===== config.mk =====
export PLATFORM = sky130hd
export DESIGN_NAME = alu_req_arbiter
export DESIGN_NICKNAME = d
export VERILOG_FILES = /design/src/rtl/alu_req_arbiter.sv
export SDC_FILE = /design/constraint.sdc
export NUM_CORES = 1
export LEC_CHECK = 0
export ABC_CLOCK_PERIOD_IN_PS = 1900
export CORE_ASPECT_RATIO = 1.1
export CORE_MARGIN = 8
export CORE_UTILIZATION = 36
export DETAILED_ROUTE_END_ITERATION = 16
export PLACE_DENSITY = 0.76
export SETUP_SLACK_MARGIN = 0.15
export SYNTH_ARGS = -nofsm -noshare
export SYNTH_HDL_FRONTEND = slang
export SYNTH_SLANG_ARGS = --single-unit

===== constraint.sdc =====
create_clock -name clk -period 1.9 [get_ports clk]
set_clock_uncertainty 0.2 [all_clocks]
set_input_delay 0.57 -clock clk [delete_from_list [all_inputs] [get_ports clk]]
set_output_delay 0.57 -clock clk [all_outputs]
set_load 0.01 [all_outputs]

===== src/rtl/alu_req_arbiter.sv =====
// Two-port round-robin front-end that feeds the shared one-hot ALU datapath and returns tagged results.
// Optional macro ALU_ARB_OPERAND_CHECK_EN rejects non-one-hot operands and opcode 000 without running the datapath.
module alu_req_arbiter #(
    parameter int unsigned EXEC_CYCLES = 1
) (
    input  logic        clk,
    input  logic        rst,

    input  logic        req0_valid,
    output logic        req0_ready,
    input  logic [2:0]  req0_opc,
    input  logic [15:0] req0_a,
    input  logic [15:0] req0_b,

    input  logic        req1_valid,
    output logic        req1_ready,
    input  logic [2:0]  req1_opc,
    input  logic [15:0] req1_a,
    input  logic [15:0] req1_b,

    output logic [2:0]  alu_opc,
    output logic [15:0] alu_inp1,
    output logic [15:0] alu_inp2,
    input  logic [15:0] alu_out,
    input  logic        alu_ovf,

    output logic        rsp_valid,
    input  logic        rsp_ready,
    output logic        rsp_id,
    output logic [15:0] rsp_result,
    output logic        rsp_ovf,
    output logic        rsp_err
);

    localparam int unsigned DATA_W = 16;
    localparam int unsigned OPC_W  = 3;
    localparam int unsigned CNT_W  = 4;
    localparam logic [CNT_W-1:0] CNT_LOAD = CNT_W'(EXEC_CYCLES - 1);

    typedef enum logic [1:0] {
        S_IDLE = 2'd0,
        S_EXEC = 2'd1,
        S_RESP = 2'd2
    } state_t;

    state_t              r_state;
    state_t              w_state_nxt;

    logic                r_ptr;
    logic                r_id;
    logic [CNT_W-1:0]    r_cnt;
    logic [OPC_W-1:0]    r_alu_opc;
    logic [DATA_W-1:0]   r_alu_inp1;
    logic [DATA_W-1:0]   r_alu_inp2;

    logic                r_rsp_valid;
    logic                r_rsp_id;
    logic [DATA_W-1:0]   r_rsp_result;
    logic                r_rsp_ovf;

    logic                w_grant0;
    logic                w_grant1;
    logic                w_accept;
    logic                w_sel_id;
    logic [OPC_W-1:0]    w_sel_opc;
    logic [DATA_W-1:0]   w_sel_a;
    logic [DATA_W-1:0]   w_sel_b;
    logic                w_chk_fail;
    logic                w_load_exec;
    logic                w_load_err;
    logic                w_capture;
    logic                w_rsp_done;

    // Round-robin: with both ports requesting, the port not granted last wins.
    assign w_grant0   = req0_valid & (~req1_valid | r_ptr);
    assign w_grant1   = req1_valid & (~req0_valid | ~r_ptr);
    assign req0_ready = (r_state == S_IDLE) & ~rst & w_grant0;
    assign req1_ready = (r_state == S_IDLE) & ~rst & w_grant1;
    assign w_accept   = (req0_ready & req0_valid) | (req1_ready & req1_valid);

    assign w_sel_id   = req1_ready;
    assign w_sel_opc  = w_sel_id ? req1_opc : req0_opc;
    assign w_sel_a    = w_sel_id ? req1_a   : req0_a;
    assign w_sel_b    = w_sel_id ? req1_b   : req0_b;

`ifdef ALU_ARB_OPERAND_CHECK_EN
    function automatic logic is_onehot(input logic [DATA_W-1:0] v);
        return (v != '0) && ((v & (v - DATA_W'(1))) == '0);
    endfunction

    assign w_chk_fail = ~is_onehot(w_sel_a) | ~is_onehot(w_sel_b) | (w_sel_opc == '0);
`else
    assign w_chk_fail = 1'b0;
`endif

    always_ff @(posedge clk) begin
        if (rst) begin
            r_state <= S_IDLE;
        end else begin
            r_state <= w_state_nxt;
        end
    end

    always_comb begin
        w_state_nxt = r_state;
        w_load_exec = 1'b0;
        w_load_err  = 1'b0;
        w_capture   = 1'b0;
        w_rsp_done  = 1'b0;
        case (r_state)
            S_IDLE: begin
                if (w_accept) begin
                    if (w_chk_fail) begin
                        w_load_err  = 1'b1;
                        w_state_nxt = S_RESP;
                    end else begin
                        w_load_exec = 1'b1;
                        w_state_nxt = S_EXEC;
                    end
                end
            end
            S_EXEC: begin
                if (r_cnt == '0) begin
                    w_capture   = 1'b1;
                    w_state_nxt = S_RESP;
                end
            end
            S_RESP: begin
                if (rsp_ready) begin
                    w_rsp_done  = 1'b1;
                    w_state_nxt = S_IDLE;
                end
            end
            default: begin
                w_state_nxt = S_IDLE;
            end
        endcase
    end

    // Grant bookkeeping and datapath operand registers; rejected requests still rotate the pointer.
    always_ff @(posedge clk) begin
        if (rst) begin
            r_ptr      <= 1'b1;
            r_id       <= 1'b0;
            r_cnt      <= '0;
            r_alu_opc  <= '0;
            r_alu_inp1 <= '0;
            r_alu_inp2 <= '0;
        end else begin
            if (w_accept) begin
                r_ptr <= w_sel_id;
                r_id  <= w_sel_id;
            end
            if (w_load_exec) begin
                r_alu_opc  <= w_sel_opc;
                r_alu_inp1 <= w_sel_a;
                r_alu_inp2 <= w_sel_b;
                r_cnt      <= CNT_LOAD;
            end else if ((r_state == S_EXEC) && (r_cnt != '0)) begin
                r_cnt <= r_cnt - CNT_W'(1);
            end
        end
    end

    always_ff @(posedge clk) begin
        if (rst) begin
            r_rsp_valid  <= 1'b0;
            r_rsp_id     <= 1'b0;
            r_rsp_result <= '0;
            r_rsp_ovf    <= 1'b0;
        end else if (w_capture) begin
            r_rsp_valid  <= 1'b1;
            r_rsp_id     <= r_id;
            r_rsp_result <= alu_out;
            r_rsp_ovf    <= alu_ovf;
        end else if (w_load_err) begin
            r_rsp_valid  <= 1'b1;
            r_rsp_id     <= w_sel_id;
            r_rsp_result <= '0;
            r_rsp_ovf    <= 1'b0;
        end else if (w_rsp_done) begin
            r_rsp_valid  <= 1'b0;
        end
    end

`ifdef ALU_ARB_OPERAND_CHECK_EN
    logic r_rsp_err;

    always_ff @(posedge clk) begin
        if (rst) begin
            r_rsp_err <= 1'b0;
        end else if (w_capture) begin
            r_rsp_err <= 1'b0;
        end else if (w_load_err) begin
            r_rsp_err <= 1'b1;
        end
    end

    assign rsp_err = r_rsp_err;
`else
    assign rsp_err = 1'b0;
`endif

    assign alu_opc    = r_alu_opc;
    assign alu_inp1   = r_alu_inp1;
    assign alu_inp2   = r_alu_inp2;
    assign rsp_valid  = r_rsp_valid;
    assign rsp_id     = r_rsp_id;
    assign rsp_result = r_rsp_result;
    assign rsp_ovf    = r_rsp_ovf;

endmodule


==> results_dict.tcl <==
set metrics [dict create \
    vdd.ir_drop.worst_mv 0.387 \
    postSynthCellCount 337 \
    final.min_clock_period_ns 1.99 \
    setup_viol 2 \
    critical_path.cell_chain "nor3_4 > and3_4 > buf_6" \
    cells_taking_the_most_area_after_synthesis "sky130_fd_sc_hd__dfxtp_1, sky130_fd_sc_hd__a311oi_2, sky130_fd_sc_hd__a21oi_1" \
    ioPinCount 149 \
    clkLatencyLatePin_ns 0.34 \
    synth-compound-area-share 0.326 \
    hold_violations 0 \
    layout_worst_path_cycle_share 1.05 \
    cp_num_buf_inv 1 \
    cts.clk_slew.worst_paths_ns 0.08 \
    initial_antenna_violation_count 0 \
    grt.total_usage 0.175 \
    cp_class "reg -> out" \
    remaining_drc_errors 0 \
    critical_path.max_fanout 3 \
    powerDensity_nw_per_um2 736 \
    drv.max_cap_violation_count 0 \
    syn-num-nets 430 \
    holdCritPathClass "reg -> reg" \
    netlist.top_cell.by_area "sky130_fd_sc_hd__dfxtp_1" \
    placement.setup.worst_slack_ns -0.862 \
    synthesis.area_per_instance_um2 8.80 \
    vias_per_cell 5.23 \
    yosys_warnings 0 \
    cts.sink_count 62 \
    yosys.area_share.simple 0.170 \
    synth.ff_latch_count 62 \
    routed_wire_length_per_instance_um 18.0 \
    drtAntennaViolNets 0 \
    violations "setup timing" \
    vias_in_the_first_global_route 3200 \
    clk_root_buffer_cell "sky130_fd_sc_hd__clkbuf_8" \
    syn2layout_area_growth_pct 71.1 \
    slew_viol_final 0 \
    vias_after_detailed_routing 3172 \
    die_height_um 111 \
    critical_path.endpoint_type "output pin" \
    placeable_core_region_um2 7960 \
    fin_ws_ns -0.0878 \
    placed_area_um2 4580 \
    die_width_um 103 \
    critical_path.slowest_cell "sky130_fd_sc_hd__dfxtp_2" \
    synth_seq_area_share 0.419 \
    synth_top_family_by_area "compound AO/OA/AOI/OAI gates" \
    rows 34 \
    grt-ovfl-total 0 \
    io_buffer_count 147 \
    post_route_cells_drive_above_1_share 0.259 \
    most-common-layout-cells "sky130_fd_sc_hd__clkdlybuf4s50_1, sky130_fd_sc_hd__nand2_1, sky130_fd_sc_hd__dfxtp_1" \
    die_area_um2 11400 \
    worst_slew_margin_rel 0.426 \
    synth_top_area_share 0.419 \
    maximum_achievable_frequency_ghz 0.503 \
    critPathRequiredTime_ns 1.13 \
    floorplan.initialDensity 0.373 \
    largest_net_degree_at_the_start_of_global_routing 60 \
    synth.cell_area_um2 2960 \
    antenna_cells_inserted 0 \
    drt-pass1-iter-count 4 \
    grt_setup_unrepaired "true" \
    critical-path-max-stage-delay_ns 0.34 \
    gpl.final_weighted_congestion 0.723 \
    detailedRoute.firstIterationViolations 109 \
    finalPower_mw 3.73 \
    worst_path_dominant_cell_family "simple AND/OR/NAND/NOR gates" \
    synth_cell_types 35 \
    post_synth_mux_area_share 0 \
    clock_tree.buffer_depth 2 \
    run_status "finished with violations" \
    leakage_nw 1.94 \
    first_pass_grt_wire_length_um 15900 \
    final_common_cell "sky130_fd_sc_hd__clkdlybuf4s50_1" \
    tritoncts "done" \
    wirelength_um 10900 \
    cts-buffers-inserted 9 \
    htree_levels 3 \
    yosys.area_share.xor_xnor 0 \
    finalInstanceArea_um2 5070 \
    synth_fa_ha_area_frac 0.00422 \
    cp.arrival_ns 1.22 \
    finalNetCount 586 \
    worstSetupStartpointType "flip-flop" \
    max_slew.worst_pin.slew_ns 0.860 \
    hpwlAfterDp_um 7190 \
]
-- metal layers --
layer / global-route usage / vias up / share of wire
met1: 0.188 / 1505 / 0.38
met4: 0.0696 / 0 / 0.019
li1: - / 1531 / -
met2: 0.294 / 120 / 0.51
met5: 0 / - / 0
met3: 0.0678 / 16 / 0.089
-- synthesized netlist by cell type (all sizes together) --
| master | number |
|---|---|
| nand3b | 1 |
| a22oi | 3 |
| nor3b | 2 |
| clkbuf | 8 |
| inv | 4 |
| nand3 | 19 |
| buf | 28 |
| o311ai | 1 |
| a21bo | 1 |
| nand2 | 71 |
| a21oi | 58 |
| and2 | 2 |
| conb | 1 |
| a311oi | 36 |
| dfxtp | 62 |
| a21o | 1 |
| o21ai | 21 |
| nand2b | 2 |
| nor2 | 4 |
| or4 | 2 |
| and3 | 1 |
| or3 | 1 |
| nor3 | 2 |
| or3b | 2 |
| a21boi | 1 |
| ha | 1 |
| nor2b | 1 |
| or2 | 1 |
-- per-stage QoR --
step | std cells | hold WS, ns | utilization | TNS (ns)
after floorplan | 337 | 0.243 | - | -0.269
after global placement | 578 | 0.259 | 0.576 | -17.46
after detailed placement | 578 | 0.267 | 0.576 | -19.14
after CTS | 597 | 0.275 | 0.610 | -0.177
after global routing | 606 | 0.290 | 0.638 | -0.253
final | 606 | 0.275 | 0.638 | -0.175
-- state kept, by name (all words and copies together), names as in the netlist --
name and cells:
r_ptr 1, rsp_id 1, r_cnt 4, r_state 2
alu_inp1 16, alu_opc 3, alu_inp2 16, rsp_ovf 1
rsp_result 16, r_id 1, rsp_valid 1
-- what timing repair did --
item / in CTS / in global routing
gates resized for setup: 99 / 86
cloned: 1 / 5
setup buffers: 2 / 4
pin swaps: 4 / 4
hold buffers: 0 / 0
setup endpoints to repair: 101 / 89
-- path summary, 6_finish.rpt --
check	from	endpoint	slack [ns]	depth (start not counted)
setup / recovery	r_state[0]	req0_ready	-0.09	3
hold / removal	rsp_result[9]	rsp_result[9]	0.28	2
setup reg to reg	r_state[0]	alu_inp2[2]	0.12	8
hold reg to reg	rsp_result[9]	rsp_result[9]	0.28	2
-- worst reg2reg max path, delay by kind of cell (launching register included) --
family | cells | cell delay (ns)
buffers and inverters | 5 | 0.62
AND/OR/NAND/NOR | 2 | 0.39
flip-flops | 1 | 0.34
AO/OA/AOI/OAI | 1 | 0.09
-- final cells by class --
class	count	area [µm²]
flip-flops and latches	62	1250
clock buffers	9	124
clock inverters	7	97.6
well taps	108	135
inverters	4	15.0
multi-input cells	235	1590
fillers	657	2880
repair buffers	181	1870
-- cells by family after synthesis --
| logic type | Yosys count |
|---|---|
| compound gates | 122 |
| fa+ha+maj | 1 |
| buf+inv | 40 |
| flops | 62 |
| other cells | 1 |
| simple gates | 111 |
-- report_power, final --
group	switching, mW	internal, mW	total, mW
registers	0.0554	1.40	1.45
logic	0.439	0.527	0.966
clock network	0.569	0.743	1.31
(Power assumes the default switching activity.)
